[src/rtl/piso_shift_tx.sv]
// Parallel-in serial-out transmitter: accepts a word over valid/ready and
// drives it out one bit per clock, supporting back-to-back words.
module piso_shift_tx #(
    parameter int WIDTH     = 4,
    parameter bit LSB_FIRST = 1'b1
) (
    input  logic             clk,
    input  logic             rst,
    input  logic             load_valid,
    input  logic [WIDTH-1:0] load_data,
    output logic             load_ready,
    output logic             ser_out,
    output logic             ser_valid,
    output logic             done
);

    localparam int CW = (WIDTH > 1) ? $clog2(WIDTH) : 1;
    localparam logic [CW-1:0] LAST_CNT = CW'(WIDTH - 1);

    localparam logic ST_IDLE  = 1'b0;
    localparam logic ST_SHIFT = 1'b1;

    logic             state_q, state_d;
    logic [WIDTH-1:0] shift_q, shift_d;
    logic [CW-1:0]    cnt_q, cnt_d;
    logic             last_s;
    logic             accept_s;
    logic [WIDTH-1:0] shifted_s;

    // The output end of the shift register is fixed by LSB_FIRST; zero fill
    // guarantees the register is all-zero once a word has fully drained.
    assign shifted_s = LSB_FIRST ? {1'b0, shift_q[WIDTH-1:1]}
                                 : {shift_q[WIDTH-2:0], 1'b0};

    assign last_s     = (state_q == ST_SHIFT) && (cnt_q == LAST_CNT);
    assign load_ready = (state_q == ST_IDLE) || last_s;
    assign accept_s   = load_valid && load_ready;

    assign ser_valid  = (state_q == ST_SHIFT);
    assign done       = last_s;
    assign ser_out    = (state_q == ST_SHIFT) &&
                        (LSB_FIRST ? shift_q[0] : shift_q[WIDTH-1]);

    // Next-state logic for FSM, shift register and bit counter
    always_comb begin
        state_d = state_q;
        shift_d = shift_q;
        cnt_d   = cnt_q;
        case (state_q)
            ST_IDLE: begin
                if (accept_s) begin
                    shift_d = load_data;
                    cnt_d   = {CW{1'b0}};
                    state_d = ST_SHIFT;
                end else begin
                    state_d = ST_IDLE;
                end
            end
            ST_SHIFT: begin
                if (accept_s) begin
                    // Reload on the last-bit cycle keeps the stream gapless.
                    shift_d = load_data;
                    cnt_d   = {CW{1'b0}};
                    state_d = ST_SHIFT;
                end else if (last_s) begin
                    shift_d = shifted_s;
                    cnt_d   = {CW{1'b0}};
                    state_d = ST_IDLE;
                end else begin
                    shift_d = shifted_s;
                    cnt_d   = cnt_q + CW'(1);
                    state_d = ST_SHIFT;
                end
            end
            default: begin
                state_d = ST_IDLE;
                shift_d = {WIDTH{1'b0}};
                cnt_d   = {CW{1'b0}};
            end
        endcase
    end

    // State registers with asynchronous reset
    always_ff @(posedge clk or posedge rst) begin
        if (rst) begin
            state_q <= ST_IDLE;
            shift_q <= {WIDTH{1'b0}};
            cnt_q   <= {CW{1'b0}};
        end else begin
            state_q <= state_d;
            shift_q <= shift_d;
            cnt_q   <= cnt_d;
        end
    end

endmodule

[config.mk]
export PLATFORM = sky130hd
export DESIGN_NAME = piso_shift_tx
export DESIGN_NICKNAME = d
export VERILOG_FILES = /design/src/rtl/piso_shift_tx.sv
export SDC_FILE = /design/constraint.sdc
export NUM_CORES = 1
export LEC_CHECK = 0
export CAP_MARGIN = 25
export CORE_AREA = 2 2 39 41
export DETAILED_ROUTE_END_ITERATION = 10
export DIE_AREA = 0 0 41 43
export PLACE_DENSITY = 0.66
export SLEW_MARGIN = 20
export SYNTH_ARGS = -nofsm -noshare
export SYNTH_HDL_FRONTEND = slang
export SYNTH_SLANG_ARGS = --single-unit
[constraint.sdc]
create_clock -name clk -period 1.2 [get_ports clk]
set_input_delay 0.12 -clock clk [delete_from_list [all_inputs] [get_ports clk]]
set_output_delay 0.12 -clock clk [all_outputs]
set_load 0.02 [all_outputs]
# Word-level counts from Yosys, hierarchy flattened
# Cells that the tools add are included.
[totals]
out_inout_bits = 4
ff_bits = 7
elab_cells = 22
[classes]
mux = 11
eq_ne = 2
reduce_logical = 4
bitwise_logic = 1
add_sub_neg = 1
[op_table]
columns = ["cell", "count"]
rows = [
  ["two-way mux 4 bit", 2],
  ["case mux 4 bit (2 select lines)", 1],
  ["two-way mux 2 bit", 3],
  ["case mux 2 bit (2 select lines)", 1],
  ["logical AND 1 bit", 3],
  ["two-way mux 1 bit", 3],
  ["adder 2 x 1 -> 2 bit, second input constant", 1],
  ["equality test 2 bit, second input constant", 1],
  ["inequality test 2 bit, second input constant", 1],
  ["case mux 1 bit (2 select lines)", 1],
  ["logical OR 1 bit", 1],
  ["inverter 1 bit", 1],
]

# Depth between registers and ports, before layout
[logic_depth]
depth_word = 6
mapped_depth = 4
ltp_nobuf = 4

# Least setup slack after synthesis
# No wires, ideal clock.
[synth_path]
path_type = "register to register"
startpoint = "reg cnt_q[0]"
endpoint = "reg cnt_q[0]"
arrival_ps = 1086
path_slack_ps = 34
setup_time_ps = 80
path_stages_with_launch = 4
required_time_ps = 1120
cell_sequence = "dfrtp_1 ha_1 nand2b_1 o21ai_1"
[synth_via]
elab_chain_len = 6
[synth_lines]
columns = ["item", "line", "text"]
rows = [
  ["start: declaration", "25", "logic [CW-1:0] cnt_q, cnt_d;"],
  ["start signal: assignment", "88", "cnt_q <= {CW{1'b0}};"],
  ["start signal: assignment", "92", "cnt_q <= cnt_d;"],
  ["equality test 2 bit *", "35", "assign last_s = (state_q == ST_SHIFT) && (cnt_q == LAST_CNT);"],
  ["logical AND 1 bit *", "35", ""],
  ["logical OR 1 bit *", "36", "assign load_ready = (state_q == ST_IDLE) || last_s;"],
  ["net load_ready", "11", "output logic load_ready,"],
  ["logical AND 1 bit *", "37", "assign accept_s = load_valid && load_ready;"],
  ["two-way mux 2 bit", "60", "if (accept_s) begin"],
  ["case mux 2 bit (2 select lines)", "49", "case (state_q)"],
]
# The timed path passes the listed nets; every way through them passes the cells marked *.
# A chain may end at the register's enable or synchronous reset.

# Worst setup path after layout
[layout_path]
startpoint = "reg cnt_q[1]"
endpoint = "out done"
[layout_via]
elab_chain_len = 2
[layout_lines]
columns = ["item", "line", "text"]
rows = [
  ["equality test 2 bit", "35", ""],
  ["logical AND 1 bit", "35", ""],
  ["end: declaration", "14", "output logic done"],
]
# Every way passes these cells.

==> flow_summary.toml <==
[status]
outcome = "finished, violations left"
violations = "setup timing"

[yosys]
avgSynthCellArea_um2 = 10.7
syn_inst = 35
synthesis.nets = 43
yosys_warnings = 0
yosysTopAreaCell = "dfrtp_1"
ys_ff_latch = 7
yosys-top-cells-count = "dfrtp_1 (7), mux2i_1 (4), o21ai_1 (4)"
synth_top_area_share = 0.470
ys_seq_area_frac = 0.470
syn-cell-area_um2 = 373
synth.area.top_cells = "dfrtp_1 (47%), mux2i_1 (11%), o21ai_1 (5.4%)"
synth_async_sr_flop_share = 1.00
synth_cell_type_count = 19
synth-edff-count = 0
yosysMostFrequentCell = "dfrtp_1"
synth_flop_cell = "dfrtp_1"

[clock_network]
clock-sinks = 7
cts-htree-levels = 1
clock_latency_ns = 0.25
ctsRootBufferMaster = "clkbuf_4"
clk_pin_slew_ns = 0.05
cts_tree = "built"
clk_path_buf_depth = 2
numCtsBuffers = 3

[worst_setup_path]
crit_fanout = 3
reg2regPathDepth = 5
criticalPathCategory = "register to output pin"
worstSetupEndpointType = "output pin"
cp.required_ns = 1.08
setup.worst_path.start_class = "register"
worstPathArrival_ns = 1.11

[routing]
drtAntennaViolNets = 0
drtIter0Drc = 6
dr_total_vias = 327
avgRoutedWirePerCell_um = 11.4
drt_wl_total_um = 823
dr.pass1.iters = 3
drc_errors = 0
vias_per_cell = 4.54

[finish]
fin_nets = 65
layout-drive-gt1-share = 0.429
postLayoutCellArea_um2 = 598
diodes = 0
syn_to_final_growth_pct = 60.4
fin_util = 0.432
final_cells = 72

[placed_design]
port_buffers = 10
placedCellCount = 66
placed_area_um2 = 529
gp_congestion = 0.724
hpwl_um = 565

[timing]
slew_violations = 0
fin_crit_ns = 1.23
layout_setup_ws_ns = -0.0340
min_period_over_period = 1.03
tightest_slew_ns = 0.268
rsz0062_at_grt = "yes"
finalSetupViolCount = 2
skew_ns = 0.00381
maxSlewHeadroom = 0.821
tns_ns = -0.0614
fmax_mhz = 810
hold_viol = 0

[power]
p_per_area_nw_per_um2 = 2200
p_int_w = 0.000867
p_switching_w = 0.000449
pwr-share-comb = 0.540
p_seq_frac = 0.301
leakage_nw = 0.276
clockPowerShare = 0.159
ir_drop_mv = 0.722
swShare = 0.341

[floorplanning]
num_rows = 14
die_h_um = 43
ioPinCount = 11
coreArea_um2 = 1380
die_w_um = 41
dieArea_um2 = 1760
initial_utilization = 0.269

[hold_path]
hp-class = "input port to async pin"

[global_route]
grt.overflow.total = 0
grt_pass1_wl_um = 1340
grt_pass1_vias = 326
grt_max_degree = 8
antenna_found_initial = 0
grt_use_total = 0.122

[run]
drv_cap = 0
registers in the layout (all words and copies together), names as in the netlist:
signal / count
cnt_q: 2
ser_valid: 1
shift_q: 4
stage by stage:
stage               setup WS, ns  power [W]  hold WS, ns
global route             -0.0805    0.00143        0.139
finish                   -0.0340    0.00132        0.104
CTS                      -0.0787    0.00124        0.105
global placement          -0.216   0.000998        0.373
detailed placement        -0.218    0.00100        0.378
floorplan                 0.0342   0.000717      -0.0766
power by group through the flow:
stage	Clock (W)	Sequential [W]	Combinational [W]
floorplan	0	0.000389	0.000328
global placement	0	0.000389	0.000608
detailed placement	0	0.000391	0.000612
CTS	0.000223	0.000388	0.000633
global route	0.000242	0.000407	0.000779
finish	0.000209	0.000396	0.000711
worst max-delay path, stage by stage (launching register included):
cell and delay (ns):
dfrtp_1 0.38, ha_2 0.21, and2_4 0.16, buf_6 0.12
cell families after synthesis:
family                     Yosys count  share of synthesized area
AOI/OAI and AO/OA                    9                      0.144
muxes                                4                      0.107
and+or+nand+nor                     11                      0.191
buffers and inverters                3                     0.0537
adders and majority gates            1                     0.0336
DFF                                  7                      0.470
layer usage:
layer / share of wire / wire length, um / track usage
met3: 0.053 / 44 / 0.0471
met4: 0.0097 / 8 / 0.100
met5: 0 / 0 / 0
met2: 0.51 / 422 / 0.169
met1: 0.42 / 346 / 0.139
path summary, 6_finish.rpt:
kind,from,endpoint,slack (ns)
max in group asynchronous,rst,ser_valid,0.86
max,cnt_q[1],done,-0.03
min,rst,cnt_q[1],0.10
max reg2reg,cnt_q[1],shift_q[2],0.01
min reg2reg,cnt_q[1],cnt_q[1],0.51
min in group clk,load_data[3],shift_q[3],0.50
layout make-up:
type	instances	area [um2]
fill	143	786
multi-input combinational	25	204
sequential	7	176
timing repair buffer	19	168
clock buffer	4	26.3
tap	16	20.0
inverter	1	3.75
placed cells by master, fill, tap and decap left out:
cell / n
clkbuf_4: 3
nor2_1: 1
o21ai_1: 4
nand2b_2: 1
mux2i_1: 4
nand3_1: 1
dfrtp_2: 1
a32o_1: 1
buf_2: 1
dlygate4sd2_1: 1
and2_1: 1
inv_1: 1
ha_2: 1
clkbuf_1: 1
o21ai_0: 1
nand2b_4: 1
a31oi_1: 3
and2_4: 1
buf_4: 8
nand2_4: 1
nand2_1: 1
and3_4: 3
dfrtp_1: 6
clkdlybuf4s50_1: 6
buf_6: 3
repair_timing:
action | in CTS | in global routing
gates cloned | 0 | 0
resized for setup | 16 | 9
setup endpoints to repair | 7 | 6
setup buffers | 2 | 0
hold buffers | 0 | 0
pin swaps | 1 | 0
Note: power is estimated with default switching activity, not from simulation.
